<file path="config.mk">
export PLATFORM = sky130hd
export DESIGN_NAME = ifetch_resp_flat
export DESIGN_NICKNAME = d
export VERILOG_FILES = /design/src/rtl/ifetch_resp_pkg.sv /design/src/rtl/ifetch_resp_if.sv /design/src/rtl/ifetch_line_buf.sv /design/src/rtl/ifetch_resp.sv /design/src/flat_wrapper.sv
export SDC_FILE = /design/constraint.sdc
export NUM_CORES = 1
export LEC_CHECK = 0
export CAP_MARGIN = 10
export CORE_UTILIZATION = 37
export CTS_CLUSTER_DIAMETER = 40
export DETAILED_ROUTE_END_ITERATION = 16
export PLACE_DENSITY_LB_ADDON = 0.2
export SYNTH_ARGS = -nofsm -noshare
export SYNTH_HDL_FRONTEND = slang
export SYNTH_HIERARCHICAL = 1
export SYNTH_SLANG_ARGS = --single-unit
</file>
<file path="constraint.sdc">
create_clock -name clk -period 2.06 [get_ports clk]
set_clock_uncertainty 0.05 [all_clocks]
set_input_delay 0.412 -clock clk [delete_from_list [all_inputs] [get_ports clk]]
set_output_delay 0.412 -clock clk [all_outputs]
set_load 0.005 [all_outputs]
</file>
<file path="src/rtl/ifetch_resp_pkg.sv">
// Shared types and constants for the instruction-fetch responder.
package ifetch_resp_pkg;

  typedef enum logic [1:0] {
    IDLE  = 2'd0,
    ISSUE = 2'd1,
    WAIT  = 2'd2,
    DONE  = 2'd3
  } state_e;

  localparam logic [2:0] RD_TYPE_WORD = 3'b010;
  localparam logic [2:0] RD_TYPE_LINE = 3'b100;

  localparam int LINE_OFF_W     = 4;
  localparam int WORDS_PER_LINE = 4;
  localparam int WORD_SEL_W     = 2;

endpackage

</file>
<file path="src/rtl/ifetch_resp_if.sv">
// Fetch-request handshake plus the simple read bus toward the AXI bridge.
interface ifetch_resp_if #(
  parameter int ADDR_W = 32,
  parameter int DATA_W = 32
);
  logic              inst_valid;
  logic [19:0]       inst_tag;
  logic [7:0]        inst_index;
  logic [3:0]        inst_offset;
  logic              inst_uncache;
  logic              inst_cancel;
  logic              inst_addr_ok;
  logic              inst_data_ok;
  logic [DATA_W-1:0] inst_rdata;
  logic              rd_req;
  logic [2:0]        rd_type;
  logic [ADDR_W-1:0] rd_addr;
  logic              rd_rdy;
  logic              ret_valid;
  logic              ret_last;
  logic [DATA_W-1:0] ret_data;

  // Responder side.
  modport slave (
    input  inst_valid, inst_tag, inst_index, inst_offset, inst_uncache, inst_cancel,
    output inst_addr_ok, inst_data_ok, inst_rdata,
    output rd_req, rd_type, rd_addr,
    input  rd_rdy, ret_valid, ret_last, ret_data
  );

  // Fetch stage plus bus bridge, as seen from the environment.
  modport master (
    output inst_valid, inst_tag, inst_index, inst_offset, inst_uncache, inst_cancel,
    input  inst_addr_ok, inst_data_ok, inst_rdata,
    input  rd_req, rd_type, rd_addr,
    output rd_rdy, ret_valid, ret_last, ret_data
  );
endinterface

</file>
<file path="src/rtl/ifetch_line_buf.sv">
// One-entry 16-byte line buffer: storage, tag compare and refill beat counter.
module ifetch_line_buf
  import ifetch_resp_pkg::*;
#(
  parameter int TAG_W  = 28,
  parameter int DATA_W = 32
) (
  input  logic                  clk,
  input  logic                  rst,
  input  logic [TAG_W-1:0]      lookup_tag,
  input  logic [WORD_SEL_W-1:0] lookup_sel,
  output logic                  hit,
  output logic [DATA_W-1:0]     hit_word,
  input  logic                  fill_en,
  input  logic                  fill_last,
  input  logic [DATA_W-1:0]     fill_data,
  input  logic [TAG_W-1:0]      fill_tag,
  output logic [WORD_SEL_W-1:0] beat_idx
);

  logic                  lb_valid;
  logic [TAG_W-1:0]      lb_tag;
  logic [DATA_W-1:0]     words [WORDS_PER_LINE];
  logic [WORD_SEL_W-1:0] cnt;

  assign hit      = lb_valid && (lb_tag == lookup_tag);
  assign hit_word = words[lookup_sel];
  assign beat_idx = cnt;

  always_ff @(posedge clk) begin
    if (!rst) begin
      lb_valid <= 1'b0;
      lb_tag   <= '0;
      cnt      <= '0;
    end else if (fill_en) begin
      cnt <= fill_last ? '0 : cnt + 2'd1;
      // Tag only becomes valid once the whole line has landed.
      if (fill_last) begin
        lb_valid <= 1'b1;
        lb_tag   <= fill_tag;
      end
    end
  end

  always_ff @(posedge clk) begin
    if (fill_en) words[cnt] <= fill_data;
  end

endmodule

</file>
<file path="src/rtl/ifetch_resp.sv">
// Instruction-fetch responder: one outstanding request, word reads on the bus.
// Optional line buffer enabled by defining IFETCH_LINE_BUF_EN.
module ifetch_resp
  import ifetch_resp_pkg::*;
#(
  parameter int ADDR_W = 32,
  parameter int DATA_W = 32
) (
  input  logic         clk,
  input  logic         rst,
  ifetch_resp_if.slave fetch
);

  state_e            state, nxt;
  logic [ADDR_W-1:0] paddr, paddr_q;
  logic              line_q, line_req;
  logic              cancel_r;
  logic [DATA_W-1:0] rdata_q;
  logic              accept, beat, capture;
  logic              lb_hit;
  logic [DATA_W-1:0] lb_word;

  assign paddr  = {fetch.inst_tag, fetch.inst_index, fetch.inst_offset};
  assign accept = rst && (state == IDLE) && fetch.inst_valid && !fetch.inst_cancel;
  assign beat   = (state == WAIT) && fetch.ret_valid;

`ifdef IFETCH_LINE_BUF_EN
  logic                  lb_hit_raw;
  logic [WORD_SEL_W-1:0] beat_idx;

  ifetch_line_buf #(
    .TAG_W  (ADDR_W - LINE_OFF_W),
    .DATA_W (DATA_W)
  ) u_line_buf (
    .clk        (clk),
    .rst        (rst),
    .lookup_tag (paddr[ADDR_W-1:LINE_OFF_W]),
    .lookup_sel (paddr[LINE_OFF_W-1:2]),
    .hit        (lb_hit_raw),
    .hit_word   (lb_word),
    .fill_en    (beat && line_q),
    .fill_last  (fetch.ret_last),
    .fill_data  (fetch.ret_data),
    .fill_tag   (paddr_q[ADDR_W-1:LINE_OFF_W]),
    .beat_idx   (beat_idx)
  );

  // Uncached requests never look at the buffer.
  assign lb_hit   = lb_hit_raw && !fetch.inst_uncache;
  assign line_req = !fetch.inst_uncache;
  assign capture  = beat && (!line_q || (beat_idx == paddr_q[LINE_OFF_W-1:2]));
`else
  logic unused_uncache;

  assign unused_uncache = fetch.inst_uncache;
  assign lb_hit         = 1'b0;
  assign lb_word        = '0;
  assign line_req       = 1'b0;
  assign capture        = beat;
`endif

  always_comb begin
    nxt = state;
    case (state)
      IDLE:    if (accept) nxt = lb_hit ? DONE : ISSUE;
      ISSUE:   if (fetch.rd_rdy) nxt = WAIT;
      WAIT:    if (fetch.ret_valid && fetch.ret_last) nxt = DONE;
      DONE:    nxt = IDLE;
      default: nxt = IDLE;
    endcase
  end

  assign fetch.inst_addr_ok = accept;
  assign fetch.inst_data_ok = (state == DONE) && !(cancel_r || fetch.inst_cancel);
  assign fetch.inst_rdata   = rdata_q;
  assign fetch.rd_req       = (state == ISSUE);
  assign fetch.rd_type      = (state != ISSUE) ? 3'b000 :
                              line_q ? RD_TYPE_LINE : RD_TYPE_WORD;
  assign fetch.rd_addr      = (state != ISSUE) ? '0 :
                              line_q ? {paddr_q[ADDR_W-1:LINE_OFF_W], {LINE_OFF_W{1'b0}}}
                                     : paddr_q;

  always_ff @(posedge clk) begin
    if (!rst) begin
      state    <= IDLE;
      paddr_q  <= '0;
      line_q   <= 1'b0;
      cancel_r <= 1'b0;
      rdata_q  <= '0;
    end else begin
      state <= nxt;
      if (accept) begin
        paddr_q <= paddr;
        line_q  <= line_req;
        if (lb_hit) rdata_q <= lb_word;
      end
      if (capture) rdata_q <= fetch.ret_data;
      // Cancel only masks data_ok; the bus transaction always runs to completion.
      if (nxt == IDLE)
        cancel_r <= 1'b0;
      else if ((state != IDLE) && fetch.inst_cancel)
        cancel_r <= 1'b1;
    end
  end

endmodule

</file>
<file path="src/flat_wrapper.sv">
// flat-port wrapper written by rule: the top's interface ports become plain ports
module ifetch_resp_flat import ifetch_resp_pkg::*;
#(
  parameter int ADDR_W = 32,
  parameter int DATA_W = 32
)
  (clk, rst, fetch_inst_valid, fetch_inst_tag, fetch_inst_index, fetch_inst_offset, fetch_inst_uncache, fetch_inst_cancel, fetch_inst_addr_ok, fetch_inst_data_ok, fetch_inst_rdata, fetch_rd_req, fetch_rd_type, fetch_rd_addr, fetch_rd_rdy, fetch_ret_valid, fetch_ret_last, fetch_ret_data);
  ifetch_resp_if #(.ADDR_W(ADDR_W), .DATA_W(DATA_W)) fetch_i ();
  input  logic clk;
  input  logic rst;
  input wire logic [$bits(fetch_i.inst_valid)-1:0] fetch_inst_valid;
  input wire logic [$bits(fetch_i.inst_tag)-1:0] fetch_inst_tag;
  input wire logic [$bits(fetch_i.inst_index)-1:0] fetch_inst_index;
  input wire logic [$bits(fetch_i.inst_offset)-1:0] fetch_inst_offset;
  input wire logic [$bits(fetch_i.inst_uncache)-1:0] fetch_inst_uncache;
  input wire logic [$bits(fetch_i.inst_cancel)-1:0] fetch_inst_cancel;
  output wire logic [$bits(fetch_i.inst_addr_ok)-1:0] fetch_inst_addr_ok;
  output wire logic [$bits(fetch_i.inst_data_ok)-1:0] fetch_inst_data_ok;
  output wire logic [$bits(fetch_i.inst_rdata)-1:0] fetch_inst_rdata;
  output wire logic [$bits(fetch_i.rd_req)-1:0] fetch_rd_req;
  output wire logic [$bits(fetch_i.rd_type)-1:0] fetch_rd_type;
  output wire logic [$bits(fetch_i.rd_addr)-1:0] fetch_rd_addr;
  input wire logic [$bits(fetch_i.rd_rdy)-1:0] fetch_rd_rdy;
  input wire logic [$bits(fetch_i.ret_valid)-1:0] fetch_ret_valid;
  input wire logic [$bits(fetch_i.ret_last)-1:0] fetch_ret_last;
  input wire logic [$bits(fetch_i.ret_data)-1:0] fetch_ret_data;
  assign fetch_i.inst_valid = fetch_inst_valid;
  assign fetch_i.inst_tag = fetch_inst_tag;
  assign fetch_i.inst_index = fetch_inst_index;
  assign fetch_i.inst_offset = fetch_inst_offset;
  assign fetch_i.inst_uncache = fetch_inst_uncache;
  assign fetch_i.inst_cancel = fetch_inst_cancel;
  assign fetch_inst_addr_ok = fetch_i.inst_addr_ok;
  assign fetch_inst_data_ok = fetch_i.inst_data_ok;
  assign fetch_inst_rdata = fetch_i.inst_rdata;
  assign fetch_rd_req = fetch_i.rd_req;
  assign fetch_rd_type = fetch_i.rd_type;
  assign fetch_rd_addr = fetch_i.rd_addr;
  assign fetch_i.rd_rdy = fetch_rd_rdy;
  assign fetch_i.ret_valid = fetch_ret_valid;
  assign fetch_i.ret_last = fetch_ret_last;
  assign fetch_i.ret_data = fetch_ret_data;
  ifetch_resp #(.ADDR_W(ADDR_W), .DATA_W(DATA_W)) u_core (.clk(clk), .rst(rst), .fetch(fetch_i));
endmodule
</file>
* Yosys cells after proc, flatten, opt, wreduce, memory -nomap -nowiden
Index checks and enable logic that the tools add are counted.
** Word-level totals
- Flip-flop bits (word level) :: 67
- Bits in latches :: 0
- RAM bits :: 0
- Bits in read-only memories :: 0
- Word-level logic and storage cells :: 29
- Memories :: 0
** Operators by class
- Add/subtract/negate cells :: 0
- Multiply operators :: 0
- Divide/modulo/power cells :: 0
- $lt $le $gt $ge :: 0
- Equality and inequality tests :: 4
- Shifts and indexed selects :: 0
- Multiplexer cells :: 6
- Bitwise logic cells :: 1
- Reduce and logical (&&, ||, !) cells :: 14
** Operators by type and width (number)
- $mux 32 :: 1
- $mux 2 :: 4
- $pmux 2 s4 :: 1
- $logic_and 1x1->1 :: 7
- $eq 2x2->1 const B :: 2
- $logic_not 2->1 :: 2
- $eq 2x1->1 const B :: 1
- $logic_not 1->1 :: 2
- $ne 2x1->1 const B :: 1
- $reduce_bool 2->1 :: 1
- $reduce_or 2->1 :: 1
- $logic_or 1x1->1 :: 1
- $not 1->1 :: 1

* Depth between registers and ports, before layout
- Word-level depth :: 8
- Gate-level depth with buffers :: 5

* Worst setup path after synthesis
Ideal clock, no wire load.
- Path kind :: in2out
- Start :: input fetch_inst_valid
- End :: output fetch_inst_addr_ok
- Arrival :: 993 ps
- Data required time :: 1598 ps
- Slack :: 605 ps
- Stages :: 5
- Path buffers :: 2
- Cells stage by stage :: nor2b_1 nand3_1 buf_6 buf_6 inv_1
** Between the ends
- Longest elaborated chain between the ends :: 2
** Ends and longest elaborated chain
- from (decl) :: line flat_wrapper.sv:11 : input wire logic [$bits(fetch_i.inst_valid)-1:0] fetch_inst_valid;
- $logic_and 1x1->1 (2 in a row) :: line ifetch_resp.sv:24 : assign accept = rst && (state == IDLE) && fetch.inst_valid && !fetch.inst_cancel;
- to (decl) :: line flat_wrapper.sv:17 : output wire logic [$bits(fetch_i.inst_addr_ok)-1:0] fetch_inst_addr_ok;
No other way between the ends.

* Worst setup path in the final report
- Start :: register u_core.state[0]
- End :: output fetch_rd_addr[14]
** Between the ends
- Longest elaborated chain between the ends :: 2
** Ends and longest elaborated chain
- from (decl) :: line ifetch_resp.sv:14 : state_e state, nxt;
- from (signal assigned) :: line ifetch_resp.sv:91 : state <= nxt;
- $ne 2x1->1 :: line ifetch_resp.sv:79 : assign fetch.rd_addr = (state != ISSUE) ? '0 :
- $mux 32 :: line ifetch_resp.sv:79
- to (decl) :: line flat_wrapper.sv:22 : output wire logic [$bits(fetch_i.rd_addr)-1:0] fetch_rd_addr;
No other way between the ends.

==> results by group <==
Outcome
  • Status: finished clean

Timing
  • Fin crit share: between 90% and 100%
  • Min Tclk post-route: 1.969 ns
  • Final Max Tran Viols: 0
  • Fmax: about 0.5 GHz
  • Normalized max-slew margin: between 50% and 60%
  • Final TNS setup: 0 ns
  • Endpoints failing hold: 0
  • Setup Viol. Count Final: 0
  • Worst slew pin tran: between 0.6 and 0.7 ns

Worst setup path
  • CP bufs+invs: 4
  • Crit Path Max Fanout: 9
  • Crit-path max cell delay: between 0.3 and 0.4 ns
  • Worst Setup Start Kind: register
  • Crit path kind: reg -> out
  • Worst path required time: ~1.6 ns
  • Delay-heaviest family, CP: buffers and inverters
  • Arrival time worst endpoint: between 1.5 and 2 ns
  • CP cell instances: nor2b_4 -> buf_4 -> buf_6 -> buf_16 -> and2_1 -> clkdlybuf4s15_1
  • Slowest cell on crit path: dfxtp_2
  • CP endpoint kind: primary output

Logic synthesis
  • Number of synthesized flops with an enable pin: 0
  • Flops & latches, synth: 67
  • Seq/Total Area, Yosys: between 40% and 50%
  • Synth Cell Area: ~3100 µm²
  • Post-synth ARST share: 0%
  • Netlist cell types: 23
  • Syn Area/Cell: slightly above 9 µm²
  • Dominant synthesized flop cell: dfxtp_1
  • Synth warnings: 6
  • Cells after Synth: 334

Clocking
  • Number of clock sinks: 67
  • CTS H-tree lvls: 3
  • CTS root buffer: clkbuf_8
  • Clk buf depth: 2
  • Num CTS Buffers: 9
  • Clk Latency, worst-skew pair: between 0.3 and 0.4 ns
  • CTS tree: done
  • Hold-fix buffers, CTS: 0
  • Reg clk slew, reported paths: ~0.070 ns

Floorplan
  • Die height: between 90 and 100 µm
  • Core Rows: 32
  • Die width: approximately 93 µm
  • Io pins: about 140
  • Full die area: roughly 8700 µm²
  • Starting Density: 38.91%
  • Core area: between 7000 and 8000 µm²

Power and ir drop
  • PwrDens: about 590 nW/µm²
  • P_leak: 2.308 nW
  • VDD IR max: 0.0003945 V

Global route
  • Grt ovf: 0
  • First-pass GRT wire length: roughly 12 mm
  • Largest net degree at the start of global routing: a little under 70
  • Antenna violations before repair: 0
  • Vias in the first global route: around 2.5k
  • GRT Overall Usage: roughly 17%

Layout
  • P&R area growth vs syn: 56.09%
  • Area of the multi-input gates: 1431 µm²
  • Register area: 1346 µm²
  • # diodes: 0
  • Non-Filler Instances: 582
  • NumNets Final: 547
  • Most common cell after layout, fill and taps aside: clkdlybuf4s50_1
  • Most frequent cells in the layout: clkdlybuf4s50_1 (101), nand2_1 (68), dfxtp_1 (65)
  • Filler Cells Inserted: ~720
  • Layout cells sized above 1: 20.21%

Route
  • DRC: 0
  • Post-DRT Antenna Nets: 0
  • Via Count: roughly 2.6k
  • Total wire length: a little over 7 mm
  • Avg WL per Cell: between 10 and 15 µm
  • Pre-Repair DR Iteration Count: 4
  • Initial drt markers: 80
  • Via/cell ratio: around 4.5

Placed design
  • Routability cong.: between 0.6 and 0.7
  • HPWL Detailed: ~4.7 mm
  • Port bufs: around 140
  • Dpl cells: 559

Job
  • Max-cap check violation count: 0

Worst hold path
  • Worst min path class: reg -> reg
final timing paths:
check	cells past startpoint	endpoint	start	slack, ns
hold reg to reg	2	u_core/paddr_q[24]$_SDFFE_PN0P_	u_core/paddr_q[24]$_SDFFE_PN0P_	0.41
hold / removal	2	u_core/paddr_q[24]$_SDFFE_PN0P_	u_core/paddr_q[24]$_SDFFE_PN0P_	0.41
setup / recovery	6	fetch_rd_addr[14]	u_core/state[0]$_SDFF_PN0_	0.09
setup reg to reg	5	u_core/paddr_q[16]$_SDFFE_PN0P_	u_core/state[1]$_SDFF_PN0_	0.59
cells by family (layout without fill, tap and decap cells):
kind of cell | after synthesis | in the layout | synth area share [%]
AOI/OAI and AO/OA | 34 | 34 | 11.78
buffers and inverters | 57 | 202 | 10.48
DFF | 67 | 67 | 43.70
muxes | 32 | 32 | 10.44
other | 1 | 2 | 0.1222
and+or+nand+nor | 143 | 143 | 23.48
repair_timing:
action | CTS | global route
cloned | 2 | 0
endpoints found under the setup margin | 36 | 9
buffers inserted | 3 | 2
resized for setup | 37 | 15
final cells by class:
cell class | count | share of cell area [%]
multi-input cells | 211 | 29.88
inverters | 33 | 2.586
clock buffers | 9 | 2.586
clock inverters | 7 | 1.436
repair buffers | 153 | 32.75
well taps | 102 | 2.664
flip-flops and latches | 67 | 28.10
tightest hold or removal path, stage by stage, from the launching register on:
cell     delay, ns
dfxtp_1       0.31
nand2_1       0.05
mux2i_1       0.05
cell usage after synthesis (2+ instances only):
library cell   n  area [µm²]
buf_6          5       56.30
inv_1         33       123.9
nor2_1         2       7.510
dfxtp_1       67        1341
buf_12         3       60.06
nand3b_1       2       15.01
nand2_2       29       181.4
a21boi_2      29       326.6
a21boi_1       3       22.52
mux2i_1       32       320.3
nor3_1         2       10.01
clkbuf_1       5       18.77
buf_2          8       40.04
nand3_1        3       15.01
and2_1        32       200.2
nand2_1       68       255.2
nor2b_1        3       18.77
buf_4          3       22.52
sequential cells by signal, indices dropped and copies added (netlist names):
name,count
u_core/state,2
u_core/cancel_r,1
u_core/paddr_q,32
u_core/fetch.inst_rdata,32
where the power goes:
| group | leakage, nW | switching (mW) | internal, mW |
|---|---|---|---|
| clock network | 0.0950 | 0.512 | 0.554 |
| logic | 1.67 | 0.145 | 0.252 |
| registers | 0.545 | 0.0221 | 1.34 |
| total | 2.31 | 0.679 | 2.15 |
through the flow:
step / area (µm²) / util (%) / hold slack (ns) / total power [mW] / setup slack [ns]
after floorplan: 3073 / - / 0.3834 / 1.557 / 0.6047
after global placement: 4483 / 56.84 / 0.3892 / 1.761 / -0.2406
after detailed placement: 4483 / 56.84 / 0.3979 / 1.767 / -0.2372
after CTS: 4743 / 60.14 / 0.4091 / 2.869 / -0.1852
after global routing: 4791 / 60.74 / 0.4226 / 2.986 / -0.004328
final: 4791 / 60.74 / 0.4051 / 2.830 / 0.09099
per-layer routing:
metal,GRT usage (%),up-vias,wire length (µm)
met3,6.341,9,683
met4,7.436,0,99
met1,19.89,1174,3177
li1,-,1309,-
met5,0,-,0
met2,27.94,104,3259
Note: power is estimated with default switching activity, not from simulation.
